===== config.mk =====
export PLATFORM = sky130hd
export DESIGN_NAME = minterm_extractor
export DESIGN_NICKNAME = d
export VERILOG_FILES = /design/src/rtl/minterm_pkg.sv /design/src/rtl/minterm_extractor.sv
export SDC_FILE = /design/constraint.sdc
export NUM_CORES = 1
export LEC_CHECK = 0
export CAP_MARGIN = 20
export CORE_MARGIN = 10
export CORE_UTILIZATION = 52
export DETAILED_ROUTE_END_ITERATION = 10
export HOLD_SLACK_MARGIN = 0.15
export PLACE_DENSITY = 0.89
export SYNTH_ARGS = -nofsm -noshare
export SYNTH_HDL_FRONTEND = slang
export SYNTH_SLANG_ARGS = --single-unit

===== constraint.sdc =====
create_clock -name clk -period 2.7 [get_ports clk]
set_input_delay 0.54 -clock clk [delete_from_list [all_inputs] [get_ports clk]]
set_output_delay 0.54 -clock clk [all_outputs]
set_load 0.02 [all_outputs]

===== src/rtl/minterm_pkg.sv =====
// Shared constants for the minterm extractor.
// FSM state encodings and default variable count.
package minterm_pkg;

  localparam int N_DEFAULT = 4;

  localparam logic [1:0] S_IDLE  = 2'd0;
  localparam logic [1:0] S_SWEEP = 2'd1;
  localparam logic [1:0] S_EMIT  = 2'd2;
  localparam logic [1:0] S_DONE  = 2'd3;

endpackage


===== src/rtl/minterm_extractor.sv =====
// Sweeps an external N-input function, captures its truth table,
// then streams the indices of its minterms over a valid/ready port.
module minterm_extractor
  import minterm_pkg::*;
#(
  parameter int N = N_DEFAULT
) (
  input  logic            clk,
  input  logic            rst,
  input  logic            start,
  output logic [N-1:0]    vec,
  input  logic            f_in,
  output logic            m_valid,
  input  logic            m_ready,
  output logic [N-1:0]    m_index,
  output logic [2**N-1:0] tt,
  output logic [N:0]      count,
  output logic            busy,
  output logic            done
);

  localparam int M = 2**N;

  logic [1:0]   state_q, state_d;
  logic [N-1:0] vec_q, vec_d;
  logic [N-1:0] p_q, p_d;
  logic [M-1:0] tt_q, tt_d;
  logic [N:0]   count_q, count_d;

  logic last_vec;
  logic last_p;
  logic hit;

  assign last_vec = (vec_q == {N{1'b1}});
  assign last_p   = (p_q == {N{1'b1}});
  assign hit      = tt_q[p_q];

  always_comb begin
    state_d = state_q;
    vec_d   = vec_q;
    p_d     = p_q;
    tt_d    = tt_q;
    count_d = count_q;
    unique case (state_q)
      S_IDLE: begin
        if (start) begin
          state_d = S_SWEEP;
          vec_d   = '0;
          tt_d    = '0;
          count_d = '0;
          p_d     = '0;
        end
      end
      S_SWEEP: begin
        // f_in reflects vec_q, which has been stable a full cycle
        tt_d[vec_q] = f_in;
        count_d     = count_q + (N+1)'(f_in);
        if (last_vec) begin
          state_d = S_EMIT;
          p_d     = '0;
        end else begin
          vec_d = vec_q + N'(1);
        end
      end
      S_EMIT: begin
        if (!hit || m_ready) begin
          if (last_p) state_d = S_DONE;
          else        p_d     = p_q + N'(1);
        end
      end
      S_DONE: state_d = S_IDLE;
      default: state_d = S_IDLE;
    endcase
  end

  always_ff @(posedge clk or posedge rst) begin
    if (rst) begin
      state_q <= S_IDLE;
      vec_q   <= '0;
      p_q     <= '0;
      tt_q    <= '0;
      count_q <= '0;
    end else begin
      state_q <= state_d;
      vec_q   <= vec_d;
      p_q     <= p_d;
      tt_q    <= tt_d;
      count_q <= count_d;
    end
  end

  assign vec     = vec_q;
  assign tt      = tt_q;
  assign count   = count_q;
  assign m_valid = (state_q == S_EMIT) && hit;
  assign m_index = m_valid ? p_q : '0;
  assign busy    = (state_q != S_IDLE);
  assign done    = (state_q == S_DONE);

endmodule


Yosys cells after proc, flatten, opt, wreduce, memory -nomap -nowiden:

Cells that the tools add are included.

* add/sub/neg operators: 3
* magnitude comparators: 3
* equality and inequality tests: 11
* multiplexer cells: 22
* reductions and logical operators: 12

Operator list (number)
* 16-bit one-hot mux with 2 select lines: 1
* 4-bit two-way mux: 6
* 16-bit bitwise mux: 1
* 16-bit two-way mux: 1
* 2-bit != test, second input constant: 6
* 4-bit one-hot mux with 3 select lines: 1
* 4-bit by 5-bit less-than comparator with 1-bit output, second input constant: 2
* 5-bit one-hot mux with 2 select lines: 1
* 4-bit by 1-bit adder with 4-bit output, second input constant: 2
* 4-bit equality test, second input constant: 2
* 2-bit two-way mux: 4
* 2-bit one-hot mux with 4 select lines: 1
* 4-bit one-hot mux with 2 select lines: 1
* 5-bit by 1-bit adder with 5-bit output: 1
* 5-bit two-way mux: 1
* 5-bit AND reduction: 1
* 1-bit binary-select mux with 4-bit select: 1
* 1-bit demux with 4-bit select: 1
* 2-bit equality test, second input constant: 2
* 4-bit by 1-bit greater-or-equal comparator with 1-bit output, second input constant: 1
* 4-bit AND reduction: 1
* 2-bit nonzero test: 2
* 3-bit AND reduction: 1
* 3-bit nonzero test: 1
* other kinds (7): 9

* register bits after elaboration: 31
* bits of input ports: 5
* output and inout port bits: 32
* logic and storage cells: 56

Logic depth before layout (Yosys ltp):

Gate-level depths: netlist (run 1).

* word-level depth: 6
* depth in mapped cells: 8
* depth with buffers taken out: 7

Worst setup path before layout (run 1):

Ideal clock, no wire load.

* kind: register to register
* start: reg p_q[1]
* end: reg p_q[3]
* library setup time: 0.126 ns
* data arrival time: 2.129 ns
* required time: 2.574 ns
* setup slack: 0.445 ns
* cell stages (with the launch flop): 7
* path buffers: 1
* period minus slack after synthesis: 2.255 ns
* cell sequence: dfrtp_1 clkbuf_1 mux4_2 nor2_1 o32ai_2 or3_1 a221o_1

* word-level cells in the longest chain between the ends: 6
* elaborated cells on any way between the ends: 12

Ends and longest elaborated chain
* from (decl): RTL line minterm_extractor.sv:26 `logic [N-1:0] p_q, p_d;`
* from (signal assigned): RTL line minterm_extractor.sv:86 `p_q <= p_d;`
* 1-bit binary-select mux with 4-bit select: RTL line minterm_extractor.sv:36 `assign hit = tt_q[p_q];`
* 1-bit two-way mux (not written as such): RTL line minterm_extractor.sv:36
* 1-bit zero test: RTL line minterm_extractor.sv:66 `if (!hit || m_ready) begin`
* 1-bit logical OR: RTL line minterm_extractor.sv:66
* 2-bit != test (no line)
* 5-bit AND reduction (no line)

Parallel ways exist; a longest one is shown, timed or not. The select of a mux whose other input is x is not followed.
A chain may end at the register's enable or synchronous reset.

Final worst setup path (run 1):

* start: reg p_q[0]
* end: out m_valid

* word-level cells in the longest chain between the ends: 3

Ends and longest elaborated chain
* 1-bit binary-select mux with 4-bit select: RTL line minterm_extractor.sv:36
* 1-bit two-way mux (not written as such): RTL line minterm_extractor.sv:36
* 1-bit logical AND: RTL line minterm_extractor.sv:95 `assign m_valid = (state_q == S_EMIT) && hit;`
* to (decl): RTL line minterm_extractor.sv:13 `output logic m_valid,`

Every way passes these cells. The select of a mux whose other input is x is not followed.

==> results.py, run 1 <==
metrics = {
    "outcome": {
        "outcome": "finished clean",
    },
    "routing": {
        "viasPerCell": 6.102,
        "first_pass_iters": 4,
        "ant_nets": 0,
        "wirelength_mm": 5.323,
        "dr.first_iter.drc_count": 143,
        "drc": 0,
        "via_count": 1849,
        "post_drt_wl_per_cell_um": 17.57,
    },
    "pwr": {
        "p_per_area_nw_per_um2": 841.2,
        "p_leak_nw": 1.111,
        "total_power_mw": 2.150,
        "ir_drop_v": 0.0005851,
    },
    "global_route": {
        "grt_pass1_vias": 1743,
        "track_usage_pct": 16.58,
        "antenna_found_initial": 0,
        "grt_pass1_wl_mm": 8.804,
        "overflow": 0,
        "grt_max_degree": 35,
    },
    "yosys": {
        "async_reset_ff_share_pct": 100.0,
        "ys_seq_elements": 31,
        "netlist_area_um2": 2002,
        "yosysUniqueCellTypes": 38,
        "synth_cells": 215,
        "synth-main-ff-cell": "dfrtp_1",
        "syn_nets": 232,
        "syn_area_per_cell_um2": 9.311,
        "ys_seq_area_share_pct": 38.75,
        "synth_edf_count": 0,
        "ys_warn_count": 0,
    },
    "layout": {
        "fill_cells": 298,
        "final_cells": 303,
        "ff_latch_area_um2": 778.2,
        "insertedDiodeCount": 0,
        "areaGrowthSynthToFinish_pct": 27.69,
        "layout.nets": 271,
        "multi_input_area_um2": 1146,
        "final_core_util_pct": 69.30,
        "final_cell_mix": "o21ai_0, clkdlybuf4s50_1, dfrtp_1, nand2_1, a21boi_0",
        "final_common_cell": "o21ai_0",
        "drive_gt1_share_pct": 11.37,
    },
    "worst_setup_path": {
        "worstRegToRegCells": 7,
        "crit_cells": 5,
        "cp.buffers_inverters": 1,
        "critPathTopFamily": "multiplexers",
        "cp-start-kind": "register",
        "slowest_delay_ps": 530,
        "crit_chain": "mux4_2 -> mux2i_2 -> o22ai_2 -> and2_1 -> dlygate4sd2_1",
        "criticalPathCategory": "reg2out",
        "cp_max_fo": 5,
        "cp_data_arrival_time_ps": 2060,
        "critPathCaptureType": "output port",
        "required_ps": 2160,
        "cpMaxStageDelayCell": "mux4_2",
    },
    "clock_tree": {
        "numCtsBuffers": 5,
        "h-tree-depth": 2,
        "cts-root-buf": "clkbuf_8",
        "clock-sinks": 31,
        "clk_latency_ps": 290,
        "cts_tree": "yes",
        "cts_buffer_depth": 2,
        "clk_transition_reported_paths_ps": 70,
    },
    "die": {
        "initial_core_util_pct": 54.27,
        "row_count": 22,
        "dieArea_um2": 6731,
        "core_area_um2": 3689,
        "die_y_um": 82.05,
        "ios": 37,
        "fp.dieW_um": 82.05,
    },
    "placement": {
        "placed_cells": 294,
        "pre_cts_slack_ps": 52.13,
        "place_congestion": 0.9010,
        "dp_hpwl_mm": 3.899,
        "io_buffers": 36,
    },
    "timing": {
        "timing.final.crit_share_pct": 96.43,
        "clock_skew_ps": 5.284,
        "drv_slew": 0,
        "fin_crit_ps": 2603,
        "slew-limit-headroom_pct": 64.66,
        "setup_viol": 0,
        "max_freq_mhz": 384.1,
        "setup_ws_ps": 96.50,
        "worst_slew_pin_slew_ps": 530.1,
        "finalHoldViolCount": 0,
        "setup_tns_ps": 0,
    },
    "min_path": {
        "hold_depth": 2,
        "hold_path.class": "reg2reg",
    },
    "job": {
        "drv_cap": 0,
    },
}
cells by family (layout without fill, tap and decap cells):
group | count (synthesis) | count (layout) | share of synthesized area [%]
AO/OA/AOI/OAI | 79 | 79 | 25.81
AND/OR/NAND/NOR | 58 | 58 | 15.44
flip-flops | 31 | 31 | 38.75
buffers and inverters | 23 | 63 | 4.500
adder cells (fa/ha/maj) | 12 | 12 | 7.500
multiplexers | 12 | 12 | 8.000
metrics by stage:
step | hold WS, ps | instance area (µm²)
global placement | 533.2 | 2434
global route | 591.8 | 2556
finish | 550.6 | 2556
floorplan | 527.9 | 2002
detailed placement | 533.3 | 2434
CTS | 548.9 | 2539
cell usage after synthesis, drive strengths merged (2+ instances only):
master	instances	share of area, %
nor2	3	0.56
ha	12	7.5
nand4	5	1.6
a21o	3	1.1
nand3	8	2.0
dfrtp	31	39
mux2i	7	3.5
nor3b	2	0.75
clkbuf	12	2.2
inv	9	1.7
and2	3	0.94
and3	7	2.2
o31ai	2	0.75
nor2b	6	1.9
buf	2	0.56
o32ai	2	1.3
nor3	4	1.0
a21boi	14	5.2
a22o	7	3.1
a221o	2	1.0
a21oi	3	0.75
mux2	2	1.1
nand2	14	2.6
mux4	3	3.4
a32oi	2	0.88
nand2b	3	0.94
o21ai	38	9.5
worst reg2reg max path: stages (launching register included):
cell     delay [ps]
dfrtp_2         440
mux4_2          530
mux2i_2         200
buf_4           140
buf_4            90
o32ai_2         130
or3_1           460
a221o_1         370
power by group:
| group | switching, mW | internal (mW) | total, mW |
|---|---|---|---|
| Sequential | 0.0986 | 0.541 | 0.640 |
| Clock | 0.185 | 0.232 | 0.416 |
| Combinational | 0.625 | 0.469 | 1.09 |
| Total | 0.908 | 1.24 | 2.15 |
state kept, by name, summed over array words and instances (netlist names):
register  flops
state_q       2
p_q           4
vec           4
count         5
tt           16
area by class of cell:
class,count,area share (%)
Timing Repair Buffer,46,16.98
Tap cell,48,2.349
Clock inverter,1,0.2937
Sequential cell,31,30.45
Multi-Input combinational cell,161,44.84
Inverter,9,1.322
Clock buffer,7,3.769
worst paths after layout:
kind                       startpoint        to  slack, ps
hold reg to reg                 tt[6]     tt[6]        550
hold / removal                  tt[6]     tt[6]        550
setup / recovery               p_q[0]   m_valid        100
min in group asynchronous         rst  count[0]        640
setup reg to reg               p_q[0]    p_q[3]        210
max in group asynchronous         rst    p_q[0]       1760
timing repair:
item                                    CTS  global route
resized for setup                         7             6
pin swaps                                 0             1
gates cloned                              0             0
endpoints found under the setup margin    5             5
buffers inserted                          0             1
hold buffers                              0             0
endpoints found under the hold margin     0             0
routing by layer:
metal,GRT usage (%),vias to the layer above,part of all wire [%]
met5,0,-,0
met4,5.102,0,1.9
met3,5.677,11,9.1
met1,21.80,893,42
met2,25.08,72,47
li1,-,873,-
Note: power is estimated with default switching activity, not from simulation.
==> run 2, diff against run 1 <==
ABC_AREA = 0   (was not set)
CORE_MARGIN = 5   (was 10)
PLACE_DENSITY = 0.79   (was 0.89)
==> run 2 against run 1 <==
  * Maximum frequency increased by 0.30%
  * Hold slack improved by 2.5 ps
  * Sequential share of layout area shrank 0.089 points
  * Critical endpoint is now m_index[3]
  * Count of clock-buffer cells in the layout up 1
  * Power is 0.21% lower
  * Highest routed layer unchanged
  * Largest cell class unchanged
  * Final area grew 0.29%
==> results.py, run 2 (synthesized netlist as in run 1, its figures left out) <==
metrics = {
    "outcome": {
        "outcome": "finished clean",
    },
    "clock_tree": {
        "clk_latency_ps": 280,
        "cts_tree": "yes",
        "h-tree-depth": 2,
        "hold_buffers": 0,
        "cts_setup_buffers": 0,
        "cts-root-buf": "clkbuf_8",
        "clk_transition_reported_paths_ps": 60,
        "clock-sinks": 31,
        "numCtsBuffers": 5,
        "cts_buffer_depth": 2,
    },
    "die": {
        "die_y_um": 72.05,
        "dieArea_um2": 5190,
        "ios": 37,
        "core_area_um2": 3689,
        "row_count": 22,
        "initial_core_util_pct": 54.27,
        "fp.dieW_um": 72.05,
    },
    "worst_setup_path": {
        "r2r_slack_ps": 410,
        "r2r_start": "p_q[0]",
        "required_ps": 2160,
        "criticalPathCategory": "reg2out",
        "crit_chain": "mux4_2 -> mux2i_2 -> o22ai_2 -> and3_1 -> clkdlybuf4s15_1",
        "slowest_delay_ps": 530,
        "critPathCaptureType": "output port",
        "worstRegToRegCells": 6,
        "r2r-end": "p_q[3]",
        "cp_data_arrival_time_ps": 2060,
        "cp-start-kind": "register",
        "cp_max_fo": 5,
        "cpMaxStageDelayCell": "mux4_2",
    },
    "routing": {
        "dr.first_iter.drc_count": 98,
        "viasPerCell": 5.970,
        "via_count": 1821,
        "drc": 0,
        "wirelength_mm": 5.011,
        "ant_nets": 0,
        "post_drt_wl_per_cell_um": 16.43,
        "first_pass_iters": 4,
    },
    "pwr": {
        "clkPwrFrac_pct": 18.7,
        "intPower_mw": 1.259,
        "p_per_area_nw_per_um2": 837.0,
        "switchingPower_mw": 0.8870,
        "p_seq_share_pct": 29.8,
        "swShare_pct": 41.34,
        "ir_drop_v": 0.0005176,
        "pwr-share-comb_pct": 51.5,
        "p_leak_nw": 1.120,
    },
    "layout": {
        "largest_reg_flops": 16,
        "areaGrowthSynthToFinish_pct": 28.06,
        "layout.nets": 273,
        "final_common_cell": "o21ai_0",
        "fill_cells": 323,
        "final_core_util_pct": 69.50,
        "drive_gt1_share_pct": 12.06,
        "insertedDiodeCount": 0,
        "final_cell_mix": "o21ai_0, clkdlybuf4s50_1, dfrtp_1, nand2_1, a21boi_0",
    },
    "timing": {
        "max_freq_mhz": 385.3,
        "worst_slew_pin_slew_ps": 410.2,
        "rsz0062_at_grt": "no",
        "fin_crit_ps": 2596,
        "finalHoldViolCount": 0,
        "slew-limit-headroom_pct": 72.65,
        "setup_tns_ps": 0,
        "timing.final.crit_share_pct": 96.13,
        "clock_skew_ps": 1.548,
        "setup_viol": 0,
        "drv_slew": 0,
    },
    "placement": {
        "place_congestion": 0.8323,
        "dp_hpwl_mm": 3.604,
        "io_buffers": 36,
    },
    "min_path": {
        "min_from": "count[0]",
        "hold_path.class": "reg2reg",
        "hold_depth": 2,
        "holdPathEnd": "count[0]",
    },
    "global_route": {
        "grt_pass1_vias": 1703,
        "overflow": 0,
        "grt_max_degree": 32,
        "antenna_found_initial": 0,
        "grt_pass1_wl_mm": 8.252,
        "track_usage_pct": 20.41,
    },
    "job": {
        "drv_cap": 0,
    },
}
-- run 2: cell count changes in the layout (fill, tap and decap cells not counted), sizes merged --
cell / previous run / this run
buf: 10 / 12
clkbuf: 7 / 9
clkinvlp: 1 / 0
dlygate4sd2: 1 / 0
-- run 2: metrics by stage --
step	instances	setup WS (ps)	total power [mW]	instance area [µm²]	hold slack, ps
3_3_place_gp	297	117.6	1.713	2456	531.9
2_1_floorplan	215	445.0	1.385	2002	527.9
3_5_place_dp	297	50.37	1.741	2456	548.1
4_1_cts	305	44.44	2.154	2561	560.1
5_1_grt	305	9.277	2.304	2564	597.0
6_report	305	104.4	2.146	2564	553.1
-- run 2: worst max-delay path: cells and delay by family (launching register included) --
family / cells / cell delay [ps]
flops: 1 / 440
mux: 2 / 730
buf+inv: 1 / 280
simple gates: 1 / 200
compound gates: 1 / 140
-- run 2: worst max path at each step --
stage	startpoint	endpoint	slack [ps]	cells past startpoint
after floorplan	p_q[1]	p_q[3]	440	6
after global placement	p_q[0]	m_index[0]	120	5
after detailed placement	p_q[0]	m_index[0]	50	5
after CTS	p_q[1]	m_index[0]	40	5
after global routing	p_q[0]	m_index[0]	9	5
final	p_q[0]	m_index[3]	100	5
-- run 2: power groups by stage --
stage	registers (mW)	logic (mW)	clock network [mW]
2_1_floorplan	0.661	0.724	0
3_3_place_gp	0.642	1.07	0
3_5_place_dp	0.647	1.09	0
4_1_cts	0.640	1.10	0.410
5_1_grt	0.656	1.21	0.434
6_report	0.638	1.11	0.401
-- run 2: final cells by class --
class | instances | area [µm²] | area share, %
Tap cell | 48 | 60.06 | 2.343
Multi-Input combinational cell | 161 | 1146 | 44.70
Sequential cell | 31 | 778.2 | 30.36
Clock buffer | 8 | 100.1 | 3.904
Inverter | 9 | 33.78 | 1.318
Timing Repair Buffer | 48 | 445.4 | 17.37
-- run 2: what timing repair did --
action / in CTS / in global routing
pin swaps: 0 / 0
resized for setup: 8 / 7
setup endpoints to repair: 5 / 5
-- run 2: layer usage --
metal	GRT usage, %	wire length [µm]
met2	29.49	2438
met4	11.48	77
met5	0	0
met1	28.55	2220
met3	4.017	275
==> run 3, diff against run 2 <==
GPL_TIMING_DRIVEN = 0   (was not set)
==> run 3 against run 2 <==
  * Die area stayed put
  * Clock skew is 4.4 ps higher
  * Sequential power is 1% lower
  * Critical path depth is 1 higher
  * Register-to-register slack worse by 250 ps
  * Maximum frequency is 1.6% lower
  * Combinational power is 5% higher
  * Largest cell class unchanged
  * Final cell count is 3.3% higher
==> results.py, run 3 (synthesized netlist as in run 1, its figures left out) <==
metrics = {
    "timing": {
        "setup_ws_ps": 63.02,
        "setup_tns_ps": 0,
        "timing.final.crit_share_pct": 97.67,
        "finalHoldViolCount": 0,
        "fin_crit_ps": 2637,
        "slew-limit-headroom_pct": 63.38,
        "setup_viol": 0,
        "drv_slew": 0,
        "clock_skew_ps": 5.907,
        "timing.hold.ws_ps": 537.5,
        "max_freq_mhz": 379.2,
        "worst_slew_pin_slew_ps": 534.0,
    },
    "clock_tree": {
        "clk_latency_ps": 280,
        "cts-root-buf": "clkbuf_8",
        "clk_transition_reported_paths_ps": 60,
        "h-tree-depth": 2,
        "numCtsBuffers": 5,
        "hold_buffers": 0,
        "clock-sinks": 31,
        "cts_tree": "yes",
        "cts_buffer_depth": 2,
    },
    "worst_setup_path": {
        "slowest_delay_ps": 530,
        "r2r_slack_ps": 160,
        "criticalPathCategory": "reg2out",
        "required_ps": 2160,
        "cp-start-kind": "register",
        "cp_data_arrival_time_ps": 2100,
        "crit_chain": "buf_6 -> mux4_2 -> mux2i_2 -> o22ai_2 -> and2_1 -> clkdlybuf4s15_1",
        "cp_max_fo": 5,
        "cpMaxStageDelayCell": "mux4_2",
        "critPathCaptureType": "output port",
    },
    "layout": {
        "largest_reg_flops": 16,
        "fill_cells": 291,
        "areaGrowthSynthToFinish_pct": 31.00,
        "insertedDiodeCount": 0,
        "final_cells": 315,
        "final_common_cell": "o21ai_0",
        "drive_gt1_share_pct": 12.36,
        "final_cell_mix": "o21ai_0, clkdlybuf4s50_1, dfrtp_1, nand2_1, a21boi_0",
        "layout.nets": 283,
    },
    "min_path": {
        "hold_path.class": "reg2reg",
    },
    "die": {
        "fp.dieW_um": 72.05,
        "row_count": 22,
        "ios": 37,
        "core_area_um2": 3689,
        "dieArea_um2": 5190,
        "die_y_um": 72.05,
        "initial_core_util_pct": 54.27,
    },
    "global_route": {
        "grt_pass1_vias": 1803,
        "grt.met1_usage_pct": 26.67,
        "met3_usage_pct": 6.510,
        "overflow": 0,
        "busiest_layer": "met2",
        "antenna_found_initial": 0,
        "grt_max_degree": 21,
        "track_usage_pct": 20.84,
        "grt_pass1_wl_mm": 8.576,
        "gr-usage-met2_pct": 33.16,
    },
    "job": {
        "drv_cap": 0,
    },
    "pwr": {
        "switchingPower_mw": 0.9206,
        "p_seq_share_pct": 28.7,
        "intPower_mw": 1.270,
        "total_power_mw": 2.190,
        "p_per_area_nw_per_um2": 835.1,
        "p_leak_nw": 1.134,
        "pwr-share-comb_pct": 52.9,
        "ir_drop_v": 0.0005637,
        "swShare_pct": 42.03,
        "clkPwrFrac_pct": 18.3,
    },
    "placement": {
        "place_congestion": 0.8973,
        "dp_hpwl_mm": 3.693,
        "placed_cells": 300,
        "pre_cts_slack_ps": -152.6,
        "io_buffers": 36,
    },
    "outcome": {
        "outcome": "finished clean",
    },
    "routing": {
        "wirelength_mm": 5.130,
        "dr.first_iter.drc_count": 95,
        "viasPerCell": 5.997,
        "ant_nets": 0,
        "first_pass_iters": 5,
        "drc": 0,
        "via_count": 1889,
        "post_drt_wl_per_cell_um": 16.29,
    },
}
==> run 3: area by class of cell <==
type	count	area (µm²)	area share, %
multi-input cells	161	1146	43.70
flip-flops and latches	31	778.2	29.68
repair buffers	46	451.7	17.22
clock buffers	8	100.1	3.817
well taps	48	60.06	2.290
plain buffers	12	52.55	2.004
inverters	9	33.78	1.288
==> run 3: worst paths after layout <==
path	start	endpoint	depth (start not counted)
worst max register to register	p_q[0]	p_q[3]	8
min in group asynchronous	rst	state_q[1]	2
worst min-delay path	tt[11]	tt[11]	2
worst min register to register	tt[11]	tt[11]	2
worst max-delay path	p_q[0]	m_valid	6
max in group asynchronous	rst	tt[7]	3
==> run 3: layer usage <==
metal  wire length [µm]  vias to the layer above  share of wire (%)
met5                  0                        -                  0
met4                102                        0                2.0
li1                   -                      897                  -
met3                400                       17                7.8
met1               2211                      893                 43
met2               2416                       82                 47
==> run 3: repair_timing <==
item	CTS	global route
setup buffers	1	7
pin swaps	0	1
endpoints found under the setup margin	5	5
endpoints found under the hold margin	0	0
cloned	0	1
resized for setup	18	2
==> run 3: per-stage QoR <==
stage / cell area [µm²] / utilization, %
6_report: 2623 / 71.10
3_5_place_dp: 2450 / 66.42
3_3_place_gp: 2422 / 65.67
5_1_grt: 2623 / 71.10
2_1_floorplan: 2002 / -
4_1_cts: 2570 / 69.67
==> run 3: worst max-delay path: cells and delay by family (launching register included) <==
family,cells,cell delay (ps)
multiplexers,2,750
buffers and inverters,2,420
flip-flops,1,360
AND/OR/NAND/NOR,1,170
AO/OA/AOI/OAI,1,120
==> run 3: power groups by stage <==
stage / Sequential (mW) / Combinational [mW] / Clock, mW
2_1_floorplan: 0.661 / 0.724 / 0
3_3_place_gp: 0.621 / 1.09 / 0
3_5_place_dp: 0.625 / 1.10 / 0
4_1_cts: 0.631 / 1.10 / 0.411
5_1_grt: 0.642 / 1.28 / 0.432
6_report: 0.630 / 1.16 / 0.402
==> patch 1: new RTL, flow settings as in run 1 <==
The package constant `N_DEFAULT` goes from 4 to 3.
--- a/src/rtl/minterm_pkg.sv
+++ b/src/rtl/minterm_pkg.sv
@@ -4,3 +4,3 @@
 
-  localparam int N_DEFAULT = 4;
+  localparam int N_DEFAULT = 3;
 
Ports: changed (resized count, m_index, tt and vec); port bits go from 37 to 26. No check against the original RTL was run, so the function may have changed too.
==> patch 1 against run 1 <==
  * Area after synthesis fell by 35%
  * First-iteration DRC count fell by 35%
  * Non-clock buffer count fell by 19
  * Routed wire length fell by 42%
  * Die area fell by 27%
  * Power fell by 21%
  * Core utilization fell by 3.3 points
  * Register-to-register slack improved by 260 ps
  * Combinational power fell by 16%
  * Sequential power fell by 19%
  * Worst setup slack improved by 88 ps
  * Sequential cell count fell by 11
  * Cell area fell by 37%
  * Via count fell by 41%
  * Critical endpoint unchanged
  * Largest cell class unchanged
  * Highest routed layer unchanged
==> patch 1: results (changes against run 1) <==
STA
  • Rel. slew slack: 48.5% (-16 points)
  • Worst clock skew: 14.8 ps (+9.49 ps)

Power
  • PwrDens: 1050 mW/mm² (+25%)
  • Maximum vdd drop: 0.707 mV (+21%)
  • Leak Pwr: 0.735 nW (-34%)

Routing
  • DR WL/cell: 16.6 µm (-5.3%)
  • Vias per cell: 5.96 (-2.3%)
  • Initial DRC count: 93 (-35%)

Synth
  • Leading cell types by count after synthesis: dfrtp_1, nand2_1, mux2i_1, ha_1, inv_1
  • Cell variety after synth: 32 (-16%)
  • Synth top area cells: dfrtp_1, ha_1, mux2i_1
  • Post-Syn Nets: 145 (-38%)
  • Post-synthesis mux area share: 11.3% (+3.3 points)
  • Post-synthesis compound-gate area fraction: 15.9% (-9.9 points)
  • Sequential fraction of the synthesis area: 38.6% (-0.18 points)
  • Adder-Cell Fraction of Synth Area: 10.6% (+3.1 points)

CTS
  • Clock transition at path regs: 110 ps (+40 ps)
  • H-tree depth: 1 (-1)
  • Clock buffer depth: 2 (unchanged)
  • CTS root buf: clkbuf_4
  • Worst-skew pair later-pin latency: 320 ps (+30 ps)
  • Postcts setup bufs: 0 (unchanged)
  • CTS Buf Count: 3 (-2)

Layout
  • Filler cell count: 191 (-36%)
  • Layout cells sized above 1: 11.0% (-0.33 points)
  • Nets: 171 (-37%)
  • Max reg flops: 8 (-8)

Place
  • Count of buffers from port buffering: 25 (-31%)
  • Area post-placement: 0.00157 mm² (-36%)
  • DPL Wire Length: 2330 µm (-40%)
  • Pre-CTS setup slack: 63.8 ps (+11.6 ps)
  • GP Congestion: 0.810 (-10%)

Critical path
  • Critical Path Fanout Max: 6 (+1)
  • Slowest-stage cell, CP: dfrtp_1
  • Critical path data arrival time: 1980 ps (-80 ps)
  • Top delay family on crit path: buffers and inverters
  • Critical path's largest stage delay: 440 ps (-90 ps)

Global routing
  • GRT Total Usage: 12.5% (-4.1 points)
  • First-pass GRT wire length: 5320 µm (-40%)
  • Vias in the first global route: 1147 (-34%)
  • Largest net degree at the start of global routing: 21 (-40%)

Worst hold path
  • Worst min path class: reg2reg

Outcome
  • Run status: finished clean
==> patch 1: power by group <==
group	switching, mW	internal, mW
clock	0.102	0.150
combinational	0.499	0.420
sequential	0.134	0.386
total	0.735	0.956
==> patch 1: path summary, 6_finish.rpt <==
path	from	endpoint	slack [ps]	depth (start not counted)
worst min-delay path	count[0]	count[0]	540	1
worst min register to register	count[0]	count[0]	540	1
max in group asynchronous	rst	p_q[0]	1560	2
worst max-delay path	state_q[0]	m_valid	180	6
min in group asynchronous	rst	count[1]	640	2
worst max register to register	state_q[1]	tt[0]	470	6
==> patch 1: what timing repair did <==
action                                  in CTS  in global routing
resized for setup                            5                  6
endpoints found under the setup margin       4                  4
hold buffers                                 0                  0
==> patch 1: cell type report <==
type	instances	area share, %
timing repair buffer	27	15.5
sequential	20	31.2
multi-input combinational	95	45.8
tap	30	2.34
clock inverter	1	1.87
clock buffer	3	1.40
inverter	8	1.87
==> patch 1: kinds of logic (layout without fill, tap and decap cells) <==
kind of cell | count (synthesis) | after routing
AO/OA/AOI/OAI | 24 | 24
adder cells (fa/ha/maj) | 11 | 11
buffers and inverters | 14 | 39
flip-flops | 20 | 20
multiplexers | 14 | 14
AND/OR/NAND/NOR | 46 | 46
==> patch 1: metrics by stage <==
| step | hold slack [ps] | std cells |
|---|---|---|
| final | 545 | 184 |
| after global routing | 566 | 184 |
| after CTS | 546 | 184 |
| after detailed placement | 518 | 180 |
| after global placement | 509 | 180 |
| after floorplan | 504 | 129 |
==> patch 1: per-layer routing <==
metal  routed length (µm)  track usage, %  up-vias
met5                    0               0        -
met4                   48            4.39        0
met3                  212            4.24        6
met2                 1490            22.0       34
met1                 1310            13.6      536
li1                     -               -      521
==> patch 2: new RTL, config.mk and constraints of run 1 <==
Made on the original files. Make the reset (`rst`) synchronous in one clocked block.
--- a/src/rtl/minterm_extractor.sv
+++ b/src/rtl/minterm_extractor.sv
@@ -75,3 +75,3 @@
 
-  always_ff @(posedge clk or posedge rst) begin
+  always_ff @(posedge clk) begin
     if (rst) begin
Function: differs if rst is asserted again (counterexample within 4 cycles, from zero or initial values and one cycle with rst high); with rst held inactive, the same outputs for 10 cycles.
==> patch 2 against run 1 <==
  * Synthesized cell count is 0.47% higher
  * Sequential cell count stayed put
  * Critical path depth grew 1
  * Clock power is 23% lower
  * Non-clock buffer count down 5
  * Worst setup slack improved by 74 ps
  * Cell area decreased by 10%
  * Routed wire length is 11% lower
  * Power down 31%
  * First-iteration DRC count rose by 6.3%
  * Count of clock-buffer cells in the layout grew 1
  * Die area is 6.4% lower
  * Area after synthesis shrank 8.4%
  * Critical endpoint is now m_index[2]
==> patch 2: results (changes against run 1) <==
CTS
  • Clock buffer depth: 2 (unchanged)
  • CTS root buf: clkbuf_4
  • CTS Buf Count: 5 (unchanged)
  • H-tree depth: 2 (unchanged)
  • Clock transition at path regs: 100 ps (+30 ps)
  • Worst-skew pair later-pin latency: 340 ps (+50 ps)

Global routing
  • Largest net degree at the start of global routing: 25 (-29%)
  • Initial antenna violation count: 0 (unchanged)
  • First-pass GRT wire length: 7990 µm (-9.2%)
  • GRT Total Usage: 15.4% (-1.2 points)
  • Vias in the first global route: 1705 (-2.2%)

Power
  • Biggest consumer: combinational logic
  • Clock-net power: 319 µW (-23%)
  • Maximum vdd drop: 0.503 mV (-14%)
  • NetSw: 620 µW (-32%)
  • Sequential power share: 35.1% (+5.3 points)
  • Clk pwr share: 21.5% (+2.1 points)
  • Leak Pwr: 0.787 nW (-29%)

STA
  • WHS: 528 ps (-22.8 ps)
  • Rel. slew slack: 63.6% (-1.0 points)
  • Worst clock skew: 4.87 ps (-0.412 ps)
  • Tcrit/Tclk final: 93.7% (-2.7 points)

Outcome
  • Run status: finished clean

Routing
  • Drt pass-1 iters: 4 (unchanged)
  • WL final: 4720 µm (-11%)
  • Via count: 1771 (-4.2%)
  • Initial DRC count: 152 (+6.3%)

Layout
  • Nets: 268 (-1.1%)
  • Fin cells: 298 (-1.7%)
  • Layout cells sized above 1: 10.3% (-1.1 points)
  • ANT cells: 0 (unchanged)

Place
  • GP Congestion: 0.977 (+8.4%)
  • Dpl cells: 290 (-1.4%)
  • Pre-CTS setup slack: 72.3 ps (+20.1 ps)
  • DPL Wire Length: 3540 µm (-9.3%)
  • Area post-placement: 0.00222 mm² (-8.7%)
  • Count of buffers from port buffering: 36 (unchanged)

Worst hold path
  • Worst min path class: reg2reg

Critical path
  • R2R setup slack: 580 ps (+370 ps)
  • Critical Path Fanout Max: 10 (+5)
  • Critical path data arrival time: 1990 ps (-70 ps)

Synth
  • Synth warn: 0 (unchanged)
  • Cells after synthesis: 216 (+0.47%)
  • Cell variety after synth: 42 (+11%)
  • Async SR Flop Fraction: 0% (-100 points)
  • Sequential fraction of the synthesis area: 33.9% (-4.9 points)
  • Synth top area cells: dfxtp_1, ha_1, a21oi_1
  • Leading cell types by count after synthesis: dfxtp_1, a21oi_1, nand2_1, nor2_1, nand4_1
  • Post-Syn Nets: 233 (+0.43%)
-- patch 2: layout make-up --
cell class	instances	area [µm²]
Tap cell	46	57.6
Sequential cell	31	624
Clock buffer	8	68.8
Fill cell	297	1070
Inverter	10	37.5
Timing Repair Buffer	41	394
Multi-Input combinational cell	162	1110
-- patch 2: final timing paths --
| check | startpoint | end | cells after the start |
|---|---|---|---|
| max reg2reg | state_q[0] | p_q[1] | 7 |
| min reg2reg | tt[12] | tt[12] | 2 |
| min | tt[12] | tt[12] | 2 |
| max | p_q[2] | m_index[2] | 6 |
-- patch 2: worst max-delay path, cell delays in order, from the launching register on --
cell and delay (ps):
dfxtp_2 400, nor2b_2 180, a221oi_2 290, nand2_1 130, a21oi_2 180, and2_1 140
dlygate4sd2_1 330
-- patch 2: timing repair --
| item | CTS | global route |
|---|---|---|
| setup buffers | 0 | 0 |
| gates resized for setup | 8 | 3 |
| setup endpoints to repair | 5 | 3 |
-- patch 2: metal layers --
layer / global-route usage [%] / up-vias / share of wire (%) / routed length [µm]
li1: - / 872 / - / -
met1: 18.1 / 817 / 44 / 2050
met4: 6.45 / 0 / 2.4 / 111
met5: 0 / - / 0 / 0
met3: 6.42 / 13 / 8.5 / 403
met2: 24.1 / 69 / 46 / 2150
-- patch 2: logic make-up (layout without fill, tap and decap cells) --
family / Yosys count / after routing / share of synthesized area (%)
buf+inv: 23 / 59 / 5.67
xor+xnor: 3 / 3 / 1.43
fa+ha+maj: 12 / 12 / 8.19
compound gates: 59 / 59 / 23.7
flops: 31 / 31 / 33.9
simple gates: 79 / 79 / 22.2
mux: 9 / 9 / 4.98
